File: config.mk
export PLATFORM = sky130hd
export DESIGN_NAME = risc16_seq_ctrl
export DESIGN_NICKNAME = d
export VERILOG_FILES = /design/src/rtl/risc16_seq_ctrl.sv
export SDC_FILE = /design/constraint.sdc
export NUM_CORES = 1
export LEC_CHECK = 0
export CAP_MARGIN = 5
export CORE_MARGIN = 5
export CORE_UTILIZATION = 62
export CTS_BUF_LIST = sky130_fd_sc_hd__clkbuf_8
export CTS_CLUSTER_DIAMETER = 120
export DETAILED_ROUTE_END_ITERATION = 6
export DONT_BUFFER_PORTS = 1
export PLACE_DENSITY = 0.87
export SYNTH_ARGS = -nofsm -noshare
export SYNTH_HDL_FRONTEND = slang
export SYNTH_SLANG_ARGS = --single-unit
File: constraint.sdc
create_clock -name clk -period 4.28 [get_ports clk]
set_input_delay 0.214 -clock clk [delete_from_list [all_inputs] [get_ports clk]]
set_output_delay 0.214 -clock clk [all_outputs]
set_load 0.005 [all_outputs]
File: src/rtl/risc16_seq_ctrl.sv
// Multi-cycle FETCH/DECODE/EXEC/MEM/WB control sequencer for the RiSC-16 datapath.
// Optional macro RISC16_HALT_EN: a JALR with nonzero ir[6:0] halts the core instead of jumping.
module risc16_seq_ctrl #(
    parameter int WIDTH       = 16,
    parameter int MEM_TIMEOUT = 15
) (
    input  logic             clk,
    input  logic             rst_n,
    input  logic [15:0]      ir,
    input  logic             mem_ack,
    input  logic             alu_zero,
    output logic             ir_load,
    output logic             mem_req,
    output logic             mem_we,
    output logic             mem_addr_sel,
    output logic [2:0]       dest_reg,
    output logic [2:0]       first_operand,
    output logic [2:0]       second_operand,
    output logic             gpr_write_en,
    output logic [1:0]       wb_sel,
    output logic [2:0]       alu_op_code,
    output logic             alu_src_imm,
    output logic [WIDTH-1:0] imm,
    output logic             pc_write,
    output logic [1:0]       pc_src,
    output logic             halted,
    output logic             bus_err
);

    typedef enum logic [2:0] {
        FETCH  = 3'd0,
        DECODE = 3'd1,
        EXEC   = 3'd2,
        MEM    = 3'd3,
        WB     = 3'd4,
        HALT   = 3'd5
    } state_t;

    localparam logic [2:0] OP_ADD  = 3'b000;
    localparam logic [2:0] OP_ADDI = 3'b001;
    localparam logic [2:0] OP_NAND = 3'b010;
    localparam logic [2:0] OP_LUI  = 3'b011;
    localparam logic [2:0] OP_SW   = 3'b100;
    localparam logic [2:0] OP_LW   = 3'b101;
    localparam logic [2:0] OP_BEQ  = 3'b110;
    localparam logic [2:0] OP_JALR = 3'b111;

    localparam logic [2:0] ALU_ADD    = 3'b000;
    localparam logic [2:0] ALU_NAND   = 3'b001;
    localparam logic [2:0] ALU_PASS_B = 3'b010;
    localparam logic [2:0] ALU_CMP    = 3'b011;

    localparam int CW = (MEM_TIMEOUT < 2) ? 1 : $clog2(MEM_TIMEOUT + 1);
    localparam logic [CW-1:0] LIMIT = CW'((MEM_TIMEOUT > 0) ? MEM_TIMEOUT - 1 : 0);

`ifdef RISC16_HALT_EN
    localparam bit HALT_EN = 1'b1;
`else
    localparam bit HALT_EN = 1'b0;
`endif

    state_t           state;
    state_t           nxt_state;
    logic [2:0]       op_q;
    logic [2:0]       ra_q;
    logic [2:0]       rb_q;
    logic [2:0]       rc_q;
    logic [2:0]       nxt_op;
    logic [2:0]       nxt_ra;
    logic [2:0]       nxt_rb;
    logic [2:0]       nxt_rc;
    logic [WIDTH-1:0] nxt_imm;
    logic [CW-1:0]    cnt;
    logic [CW-1:0]    nxt_cnt;
    logic             req_ack;
    logic             wd_fire;
    logic             exec_halt;

    logic             pc_write_q;
    logic [1:0]       pc_src_q;
    logic             beq_q;
    logic             sw_ack_q;

    logic             d_mem_req;
    logic             d_mem_we;
    logic             d_mem_addr_sel;
    logic [2:0]       d_dest;
    logic [2:0]       d_first;
    logic [2:0]       d_second;
    logic             d_gpr_we;
    logic [1:0]       d_wb_sel;
    logic [2:0]       d_alu_op;
    logic             d_src_imm;
    logic             d_pc_write;
    logic [1:0]       d_pc_src;
    logic             d_beq;
    logic             d_sw_ack;
    logic             d_halt;

    // Instruction fields are captured only while leaving DECODE.
    always_comb begin
        nxt_op  = op_q;
        nxt_ra  = ra_q;
        nxt_rb  = rb_q;
        nxt_rc  = rc_q;
        nxt_imm = imm;
        if (state == DECODE) begin
            nxt_op = ir[15:13];
            nxt_ra = ir[12:10];
            nxt_rb = ir[9:7];
            nxt_rc = ir[2:0];
            if (ir[15:13] == OP_LUI) begin
                nxt_imm = {ir[9:0], {(WIDTH-10){1'b0}}};
            end else begin
                nxt_imm = {{(WIDTH-7){ir[6]}}, ir[6:0]};
            end
        end
    end

    assign req_ack   = mem_req & mem_ack;
    assign wd_fire   = (MEM_TIMEOUT != 0) && mem_req && !mem_ack && (cnt == LIMIT);
    assign exec_halt = HALT_EN && (imm[6:0] != 7'd0);

    always_comb begin
        nxt_state = state;
        case (state)
            FETCH: begin
                if (req_ack)      nxt_state = DECODE;
                else if (wd_fire) nxt_state = HALT;
            end
            DECODE: nxt_state = EXEC;
            EXEC: begin
                case (op_q)
                    OP_SW, OP_LW: nxt_state = MEM;
                    OP_BEQ:       nxt_state = FETCH;
                    OP_JALR:      nxt_state = exec_halt ? HALT : FETCH;
                    default:      nxt_state = WB;
                endcase
            end
            MEM: begin
                if (req_ack)      nxt_state = (op_q == OP_LW) ? WB : FETCH;
                else if (wd_fire) nxt_state = HALT;
            end
            WB:      nxt_state = FETCH;
            HALT:    nxt_state = HALT;
            default: nxt_state = HALT;
        endcase
    end

    always_comb begin
        nxt_cnt = '0;
        if ((MEM_TIMEOUT != 0) && mem_req && !mem_ack && !wd_fire) begin
            nxt_cnt = cnt + CW'(1);
        end
    end

    // Output decode for the state being entered; registering it keeps every
    // strobe glitch-free and lets reset clear them asynchronously.
    always_comb begin
        d_mem_req      = 1'b0;
        d_mem_we       = 1'b0;
        d_mem_addr_sel = 1'b0;
        d_dest         = 3'd0;
        d_first        = 3'd0;
        d_second       = 3'd0;
        d_gpr_we       = 1'b0;
        d_wb_sel       = 2'd0;
        d_alu_op       = ALU_ADD;
        d_src_imm      = 1'b0;
        d_pc_write     = 1'b0;
        d_pc_src       = 2'd0;
        d_beq          = 1'b0;
        d_sw_ack       = 1'b0;
        d_halt         = HALT_EN && (nxt_imm[6:0] != 7'd0);

        if (nxt_state == FETCH) begin
            d_mem_req = 1'b1;
        end

        // ALU selects stay driven from EXEC through WB so the result is stable at write-back.
        if (nxt_state == EXEC || nxt_state == MEM || nxt_state == WB) begin
            d_dest = nxt_ra;
            case (nxt_op)
                OP_ADD: begin
                    d_first  = nxt_rb;
                    d_second = nxt_rc;
                    d_alu_op = ALU_ADD;
                end
                OP_NAND: begin
                    d_first  = nxt_rb;
                    d_second = nxt_rc;
                    d_alu_op = ALU_NAND;
                end
                OP_ADDI: begin
                    d_first   = nxt_rb;
                    d_src_imm = 1'b1;
                    d_alu_op  = ALU_ADD;
                end
                OP_LUI: begin
                    d_src_imm = 1'b1;
                    d_alu_op  = ALU_PASS_B;
                end
                OP_SW, OP_LW: begin
                    d_first   = nxt_rb;
                    d_second  = nxt_ra;
                    d_src_imm = 1'b1;
                    d_alu_op  = ALU_ADD;
                end
                OP_BEQ: begin
                    d_first  = nxt_ra;
                    d_second = nxt_rb;
                    d_alu_op = ALU_CMP;
                end
                default: begin
                    d_second = nxt_rb;
                    d_alu_op = ALU_PASS_B;
                end
            endcase
        end

        case (nxt_state)
            EXEC: begin
                if (nxt_op == OP_BEQ) begin
                    d_pc_write = 1'b1;
                    d_beq      = 1'b1;
                end else if (nxt_op == OP_JALR && !d_halt) begin
                    d_gpr_we   = (nxt_ra != 3'd0);
                    d_wb_sel   = 2'd2;
                    d_pc_write = 1'b1;
                    d_pc_src   = 2'd2;
                end
            end
            MEM: begin
                d_mem_req      = 1'b1;
                d_mem_addr_sel = 1'b1;
                d_mem_we       = (nxt_op == OP_SW);
                d_sw_ack       = (nxt_op == OP_SW);
            end
            WB: begin
                d_gpr_we   = (nxt_ra != 3'd0);
                d_wb_sel   = (nxt_op == OP_LW) ? 2'd1 : 2'd0;
                d_pc_write = 1'b1;
                d_pc_src   = 2'd0;
            end
            default: ;
        endcase
    end

    always_ff @(posedge clk or negedge rst_n) begin
        if (!rst_n) begin
            state          <= FETCH;
            op_q           <= 3'd0;
            ra_q           <= 3'd0;
            rb_q           <= 3'd0;
            rc_q           <= 3'd0;
            imm            <= '0;
            cnt            <= '0;
            halted         <= 1'b0;
            bus_err        <= 1'b0;
            mem_req        <= 1'b0;
            mem_we         <= 1'b0;
            mem_addr_sel   <= 1'b0;
            dest_reg       <= 3'd0;
            first_operand  <= 3'd0;
            second_operand <= 3'd0;
            gpr_write_en   <= 1'b0;
            wb_sel         <= 2'd0;
            alu_op_code    <= 3'd0;
            alu_src_imm    <= 1'b0;
            pc_write_q     <= 1'b0;
            pc_src_q       <= 2'd0;
            beq_q          <= 1'b0;
            sw_ack_q       <= 1'b0;
        end else begin
            state          <= nxt_state;
            op_q           <= nxt_op;
            ra_q           <= nxt_ra;
            rb_q           <= nxt_rb;
            rc_q           <= nxt_rc;
            imm            <= nxt_imm;
            cnt            <= nxt_cnt;
            halted         <= halted | (state == HALT);
            bus_err        <= bus_err | wd_fire;
            mem_req        <= d_mem_req;
            mem_we         <= d_mem_we;
            mem_addr_sel   <= d_mem_addr_sel;
            dest_reg       <= d_dest;
            first_operand  <= d_first;
            second_operand <= d_second;
            gpr_write_en   <= d_gpr_we;
            wb_sel         <= d_wb_sel;
            alu_op_code    <= d_alu_op;
            alu_src_imm    <= d_src_imm;
            pc_write_q     <= d_pc_write;
            pc_src_q       <= d_pc_src;
            beq_q          <= d_beq;
            sw_ack_q       <= d_sw_ack;
        end
    end

    // The few strobes that must react to the handshake or the compare within the same cycle.
    assign ir_load  = (state == FETCH) & req_ack;
    assign pc_write = pc_write_q | (sw_ack_q & mem_ack);
    assign pc_src   = beq_q ? {1'b0, alu_zero} : pc_src_q;

endmodule

### Word-level counts from Yosys, hierarchy flattened

Cells that the tools add are included.

| word-level totals | value |
|---|---|
| bits in latches | 0 |
| memories | 0 |
| output and inout port bits | 41 |
| register bits after elaboration | 60 |
| logic and storage cells | 108 |
| bits of input ports | 20 |
| RAM bits | 0 |
| ROM bits | 0 |

| cells by class | value |
|---|---|
| eq/ne operators | 21 |
| reduce and logical (&&, ||, !) cells | 19 |
| div/mod/pow operators | 0 |
| muxes and demuxes | 39 |
| magnitude comparators | 0 |
| bitwise gates (word level) | 6 |
| $add $sub $neg | 1 |
| shifts and indexed selects | 0 |
| multipliers | 0 |

Operators with widths:

| cell | number |
|---|---|
| == test 3 bit, second input constant | 11 |
| two-way mux 3 bit | 11 |
| == test 3 x 2 -> 1 bit, second input constant | 7 |
| two-way mux 16 bit | 1 |
| one-hot mux 3 bit (5 select lines) | 1 |
| two-way mux 1 bit | 13 |
| one-hot mux 3 bit (2 select lines) | 2 |
| two-way mux 2 bit | 5 |
| OR reduction 2 bit | 5 |
| logical NOT 3 bit | 3 |
| one-hot mux 3 bit (3 select lines) | 1 |
| OR reduction 4 bit | 2 |
| == test 3 x 1 -> 1 bit, second input constant | 2 |
| one-hot mux 2 bit (3 select lines) | 1 |
| OR reduction 5 bit | 1 |
| adder 4 x 1 -> 4 bit, second input constant | 1 |
| == test 4 bit, second input constant | 1 |
| two-way mux 4 bit | 1 |
| one-hot mux 1 bit (2 select lines) | 2 |
| one-hot mux 2 bit (2 select lines) | 1 |
| bitwise AND 1 bit | 3 |
| logical AND 1 bit | 3 |
| bitwise OR 1 bit | 3 |
| nonzero test 3 bit | 1 |
| 2 further kinds | 4 |

### Depth between registers and ports, before layout

Gate-level depths: netlist of run 1.

| logic depth | value |
|---|---|
| word-level depth | 10 |
| depth in mapped cells | 8 |

### Least setup slack after synthesis of run 1

No wires, ideal clock.

| timing | value |
|---|---|
| path kind | register -> register |
| start | register state[1] |
| end | register alu_op_code[0] |
| data arrival time | 1.721 ns |
| data required time | 4.153 ns |
| clock period less this slack | 1.847 ns |
| stages on the path, launching flop included | 8 |
| setup slack | 2.433 ns |
| path through | dfrtp_1 buf_2 or3b_1 o21ba_1 or2_2 a31oi_4 buf_6 nor3_1 |

| on the way | value |
|---|---|
| longest elaborated chain between the ends | 7 |
| elaborated cells between the ends (all ways) | 24 |
| those cells by class | 12 x eq/ne; 7 x mux; 5 x reduce/logical |

Ends and longest elaborated chain:

| what | RTL line | source |
|---|---|---|
| from (decl) | 62 | `state_t state;` |
| from (signal assigned) | 275 | `state <= nxt_state;` |
| parallel branches: the longest is 6 deep, another holds OR reduction 4 bit | - |  |
| two-way mux 2 bit (*) | 181 | `if (nxt_state == EXEC \|\| nxt_state == MEM \|\| nxt_state == WB) begin` |
| named net d_alu_op[0] | 92 | `logic [2:0] d_alu_op;` |
| to (signal assigned) | 292 | `alu_op_code <= d_alu_op;` |
| to (decl) | 21 | `output logic [2:0] alu_op_code,` |

Mark *: on every way through the listed nets, which the timed path passes.
A chain may end at the register's enable or synchronous reset.

### Final worst setup path of run 1

| timing | value |
|---|---|
| start | register state[0] |
| end | register second_operand[2] |

| on the way | value |
|---|---|
| elaborated cells between the ends (all ways) | 29 |
| those cells by class | 12 x eq/ne; 10 x mux; 7 x reduce/logical |

RTL lines:

| what | RTL line | source |
|---|---|---|
| == test 3 x 1 -> 1 bit (*) | 107 | `if (state == DECODE) begin` |
| two-way mux 3 bit (*) | 107 |  |
| named net nxt_op[1] | 68 | `logic [2:0] nxt_op;` |
| == test 3 bit, or another cell as far along | 183 | `case (nxt_op)` |
| OR reduction 2 bit, on equally long branches | - |  |
| one-hot mux 3 bit (3 select lines) (*) | 183 |  |
| two-way mux 3 bit (*) | 181 |  |
| named net d_second[2] | 89 | `logic [2:0] d_second;` |
| to (signal assigned) | 289 | `second_operand <= d_second;` |
| to (decl) | 18 | `output logic [2:0] second_operand,` |

Mark *: on every way through the listed nets, which the timed path passes. The rest lies on a longest branch.

==> results.md, run 1 <==
* Largest net degree at the start of global routing at 59
* GR Util All Layers at 22.98%
* Synth warn at 0
* Buf/Inv on CP at 2
* Finished Layout Cells at 316
* I/O pin total at 61
* Status: completed
* GRT overflow at 0
* Vias at 1936
* Number of synthesized flops with an enable pin at 0
* Crit path required time at 4480 ps
* Initial antenna violation count at 0
* VDD IR max at 373.8 uV
* Drt initial violations at 194
* Cts hold-fix bufs at 6
* Fraction of registers with async set or reset after synthesis at 100.0%
* Initial core utilization at 64.25%
* Number of diodes at 0
* Post-cts sizing count at 0
* Vias per cell at 6.127
* WL/cell at 18.57 um
* Num rows at 23
* Worst-Skew Late Latency at 330 ps
* Final Net Count at 284
* Worst Tran Pin Value at 678.7 ps
* Largest stage delay, worst path at 510 ps
* CTS buffer count at 9
* Max Cap Violations at 0
* Max FFs per register at 16
* Pre-CTS setup slack at 2185 ps
* Crit-path slowest cell: dfrtp_1
* Maximum clock path buffer count at 2
* First-pass GRT wire length at 9439 um
* CP Max Fanout at 50
* Crit path arrival time at 2350 ps
* CTS tree: built
* Family with the most delay on the worst path: buffers and inverters
* Layout cells sized above 1 at 9.398%
* CP Cell Sequence: or3b_1 > buf_4 > mux2i_4 > inv_1 > o2111ai_1 > a31oi_1
* Min Tclk post-route at 2144 ps
* Die H at 74.62 um
* Biggest regs: imm x16, cnt x4
* CP startpoint kind: flip-flop
* Final setup fails at 0
* Worst clock skew at 7.430 ps
* H-tree depth at 3
* Dpl cells at 295
* Post-DRT Antenna Nets at 0
* Layout Area Growth over Synthesis at 10.78%
* Final setup margin at 2136 ps
* Tcrit/Tclk final at 50.10%
* CP Capture Type: flip-flop
* Port bufs at 0
* Number of global-route vias before repair at 1948
* DP HPWL at 3760 um
* Hold Violations, Final at 0
* Gpl congestion at 0.8393
* Fmax at 0.4664 GHz
* Clock root buffer: clkbuf_8
* Clock sinks at 58
* Pre-antenna DRT Iters at 4
* Synthesized area at 2589 um^2
* Leakage at 1.371 nW
* RSZ-0062 raised after global routing: false
* Largest Register: imm
* Die area at 5567 um^2
* Post-Syn Instances at 259
* Yosys reg bits at 58
* Core Footprint at 4029 um^2
* Worst min-delay path class: in -> reg
* Net Count, Synth at 281
* WS Path Type: reg -> reg
* Avg Inst Size Synth at 9.995 um^2
* Die Wd at 74.62 um
* Final TNS setup at 0 ps
* Rel. slew slack at 54.59%
* Final slew viol count at 0
* Setup bufs post-CTS at 0
* # DRC at 0
* Clk slew on worst S/H paths at 70 ps
* Sequential area share after synthesis at 56.07%
* Cell Pwr Density at 762.9 nW/um^2
* WL final at 5867 um
* Ys flop type: dfrtp_1
* Synth cell types at 46
## power by group
group          total, mW  switching, mW  internal (mW)  leakage (nW)
clock              0.513          0.203          0.310         0.110
sequential         0.943          0.193          0.750         0.746
combinational      0.732          0.442          0.290         0.515
## kinds of logic (layout without fill, tap and decap cells)
family	Yosys count	in the layout	synth area share [%]
and+or+nand+nor	110	110	21.27
AOI/OAI and AO/OA	58	58	14.69
adders and majority gates	2	2	0.9665
muxes	2	2	1.450
xor gates and xnor gates	3	3	1.015
DFF	58	58	56.07
buffers and inverters	25	32	4.398
other	1	1	0.1449
## placed cells by master (no fill, tap or decap), types with 2 or more instances in the layout
cell type      netlist  final
inv_1                9     10
nand2_1             50     50
or3_1                2      2
dlygate4sd3_1        0      5
nor2b_1              4      4
o21ai_0             13     13
nand3_1             12     12
xnor2_1              2      2
ha_1                 2      2
dfrtp_1             58     58
buf_4                1      2
and3b_1              3      3
a31oi_1              5      5
or3b_1               2      2
nand3b_1            10     10
clkbuf_8             0     12
a21oi_1             19     19
a22o_1               7      7
nor3_1               5      5
o2111ai_1            3      3
nor2_1              14     14
## worst reg2reg max path, cell delays in order, from the launching register on
cell,delay [ps]
dfrtp_1,510
or3b_1,220
buf_4,420
mux2i_4,410
inv_1,130
o2111ai_1,220
a31oi_1,110
## layer usage
layer	global-route usage [%]	vias up	wire, um
met5	0	-	0
met4	11.86	0	108
met3	8.144	13	617
met2	33.37	98	2698
met1	30.63	932	2443
li1	-	893	-
## final timing paths
path	start	endpoint	slack, ps	depth (start not counted)
max in group asynchronous	rst_n	bus_err	3640	2
worst max-delay path	state[0]	second_operand[2]	2140	6
worst max register to register	state[0]	second_operand[2]	2140	6
min in group asynchronous	rst_n	alu_op_code[0]	410	2
worst min-delay path	ir[6]	imm[12]	4	2
worst min register to register	cnt[0]	cnt[0]	490	1
## per-stage QoR
| stage | utilization [%] | power, mW | hold WS (ps) | area, um^2 |
|---|---|---|---|---|
| floorplan | - | 1.495 | -81.59 | 2589 |
| global placement | 64.19 | 1.613 | -79.80 | 2586 |
| detailed placement | 64.19 | 1.647 | -79.80 | 2586 |
| CTS | 71.18 | 2.181 | 5.790 | 2868 |
| global route | 71.18 | 2.338 | 10.05 | 2868 |
| finish | 71.18 | 2.188 | 3.840 | 2868 |
## final cells by class
class                           instances  area (um^2)
Tap cell                               50        62.56
Clock buffer                           12        165.2
Timing Repair Buffer                    8        92.59
Fill cell                             284         1161
Multi-Input combinational cell        176         1023
Clock inverter                          3        38.79
Sequential cell                        58         1451
Inverter                                9        33.78
## cell usage after synthesis (2+ instances only)
master	count	area, um^2
nor3_1	5	25.02
or3b_1	2	17.52
a21oi_1	19	95.09
nand3b_1	10	75.07
nor2_1	14	52.55
dfrtp_1	58	1451
buf_1	2	7.510
a31oi_1	5	31.28
a22o_1	7	61.31
or3_1	2	12.51
o2111ai_1	3	26.28
xnor2_1	2	17.52
nand2_1	50	187.7
and3b_1	3	26.28
ha_1	2	25.02
nor2b_1	4	25.02
clkbuf_1	5	18.77
inv_1	9	33.78
nand3_1	12	60.06
o21ai_0	13	65.06
buf_2	7	35.03
Note: power is estimated with default switching activity, not from simulation.
==> run 2, diff against run 1 <==
--- a/config.mk
+++ b/config.mk
@@ -7,7 +7,7 @@
 export LEC_CHECK = 0
 export CAP_MARGIN = 5
 export CORE_MARGIN = 5
-export CORE_UTILIZATION = 62
+export CORE_UTILIZATION = 59
 export CTS_BUF_LIST = sky130_fd_sc_hd__clkbuf_8
 export CTS_CLUSTER_DIAMETER = 120
 export DETAILED_ROUTE_END_ITERATION = 6
==> constraint.sdc (replaced) <==
create_clock -name clk -period 1.9 [get_ports clk]
set_input_delay 0.095 -clock clk [delete_from_list [all_inputs] [get_ports clk]]
set_output_delay 0.095 -clock clk [all_outputs]
set_load 0.005 [all_outputs]
==> results.md, run 2 (synthesized netlist as in run 1, its figures left out) <==
* Fill cells at 287
* First-pass GRT wire length at 10430 um
* CTS tree: built
* CP Capture Type: flip-flop
* Layout Area Growth over Synthesis at 25.66%
* Largest Register: imm
* Number of global-route vias before repair at 2066
* Clk slew on worst S/H paths at 60 ps
* Worst clock skew at 5.628 ps
* Worst r2r path cells at 6
* Num rows at 24
* CP startpoint kind: flip-flop
* WS Path Type: reg -> reg
* Clock sinks at 58
* Gpl congestion at 0.9321
* Rel. slew slack at 55.07%
* VDD IR max at 1090 uV
* DP HPWL at 4154 um
* CTS buffer count at 9
* Biggest regs: imm x16, cnt x4
* Crit path required time at 2100 ps
* Worst min-delay path class: in -> reg
* Post-DRT Antenna Nets at 0
* Max FFs per register at 16
* H-tree depth at 3
* Initial antenna violation count at 0
* Clock root buffer: clkbuf_8
* R2r setup slk at -10 ps
* Number of diodes at 0
* Hold Crit Endpoint: first_operand[1]
* Die Wd at 76.24 um
* Fin util at 75.76%
* Die H at 76.24 um
* WHS Path Cells at 3
* WL final at 6688 um
* Port bufs at 0
* I/O pin total at 61
* Worst Tran Pin Value at 672.5 ps
* Fmax at 0.5229 GHz
* Final Net Count at 319
* GRT overflow at 0
* Worst-Skew Late Latency at 330 ps
* Initial core utilization at 60.29%
* GR Util All Layers at 22.38%
* Hold Violations, Final at 0
* Core Footprint at 4294 um^2
* Buf/Inv on CP at 1
* CP Cell Sequence: and3b_1 > and3b_1 > or3_4 > a31oi_4 > buf_12 > a21oi_2
* Largest net degree at the start of global routing at 59
* Maximum clock path buffer count at 2
* Reg2reg start: state[0]
* Vias at 2154
* Cell Pwr Density at 1754 nW/um^2
* Min Tclk post-route at 1913 ps
* Final slew viol count at 0
* Final setup fails at 4
* Largest stage delay, worst path at 470 ps
* Tcrit/Tclk final at 100.7%
* Crit-path slowest cell: dfrtp_2
* Worst Hold Launch: ir[13]
* # DRC at 0
* Failing checks: negative setup slack
* WL/cell at 18.89 um
* Status: finished, violations left
* Crit path arrival time at 2120 ps
* Layout cells sized above 1 at 19.54%
* Most frequent cells in the layout: dfrtp_1, nand2_1, buf_4
* RSZ-0062 raised after global routing: true
* Leading cell type in the layout, fill and taps excluded: dfrtp_1
* Worst path most repeated cell: and3b_1
* Max Cap Violations at 0
* Vias per cell at 6.085
* Leakage at 1.564 nW
* Pre-antenna DRT Iters at 5
* Family with the most delay on the worst path: simple AND/OR/NAND/NOR gates
* CP Max Fanout at 7
* Drt initial violations at 326
* Die area at 5813 um^2
* WHS at 18.18 ps
* R2R Path End: first_operand[0]
* Final setup margin at -12.52 ps
run 2: through the flow:
stage | cells | cell area (um^2) | setup slack, ps | setup TNS, ps | total power, mW
3_5_place_dp | 316 | 2744 | -50.99 | -273.8 | 4.054
6_report | 354 | 3253 | -12.52 | -28.17 | 5.705
3_3_place_gp | 316 | 2744 | -14.15 | -51.96 | 3.963
4_1_cts | 352 | 3196 | 26.82 | 0 | 5.523
5_1_grt | 354 | 3253 | -103.5 | -284.3 | 6.028
2_1_floorplan | 259 | 2589 | 52.55 | 0 | 3.367
run 2: worst max path at each step:
stage	startpoint	endpoint	depth (start not counted)
after floorplan	state[1]	alu_op_code[0]	7
after global routing	state[1]	alu_op_code[1]	7
final	state[0]	first_operand[0]	6
after global placement	state[1]	second_operand[2]	7
after CTS	state[1]	second_operand[1]	6
after detailed placement	cnt[0]	first_operand[0]	8
run 2: cell type report:
class                      instances  area (um^2)  area share [%]
inverter                           9        33.78           1.038
sequential                        58         1454           44.69
timing repair buffer              43        410.4           12.62
tap                               52        65.06           2.000
multi-input combinational        176         1057           32.50
clock buffer                       9        123.9           3.808
clock inverter                     7        108.9           3.346
run 2: metal layers:
layer	GRT usage, %	wire [um]	vias to the layer above
met3	7.329	661	27
met2	35.53	3338	139
met1	28.43	2492	1015
met5	0	0	-
met4	8.566	195	0
li1	-	-	973
run 2: power breakdown:
part,internal [mW],leakage [nW],switching [mW],total [mW]
Sequential,1.69,0.743,0.334,2.03
Clock,0.859,0.124,0.465,1.32
Combinational,1.05,0.696,1.30,2.35
run 2: worst reg2reg max path: cells and delay by family (launching register included):
kind | cells | cell delay [ps]
and+or+nand+nor | 3 | 800
DFF | 1 | 470
AOI/OAI and AO/OA | 2 | 350
buffers and inverters | 1 | 170
run 2: what timing repair did:
action	in CTS	in global routing
setup endpoints to repair	9	17
hold buffers	17	0
buffers inserted	3	2
gates resized for setup	3	12
endpoints found under the hold margin	88	0
pin swaps	3	3
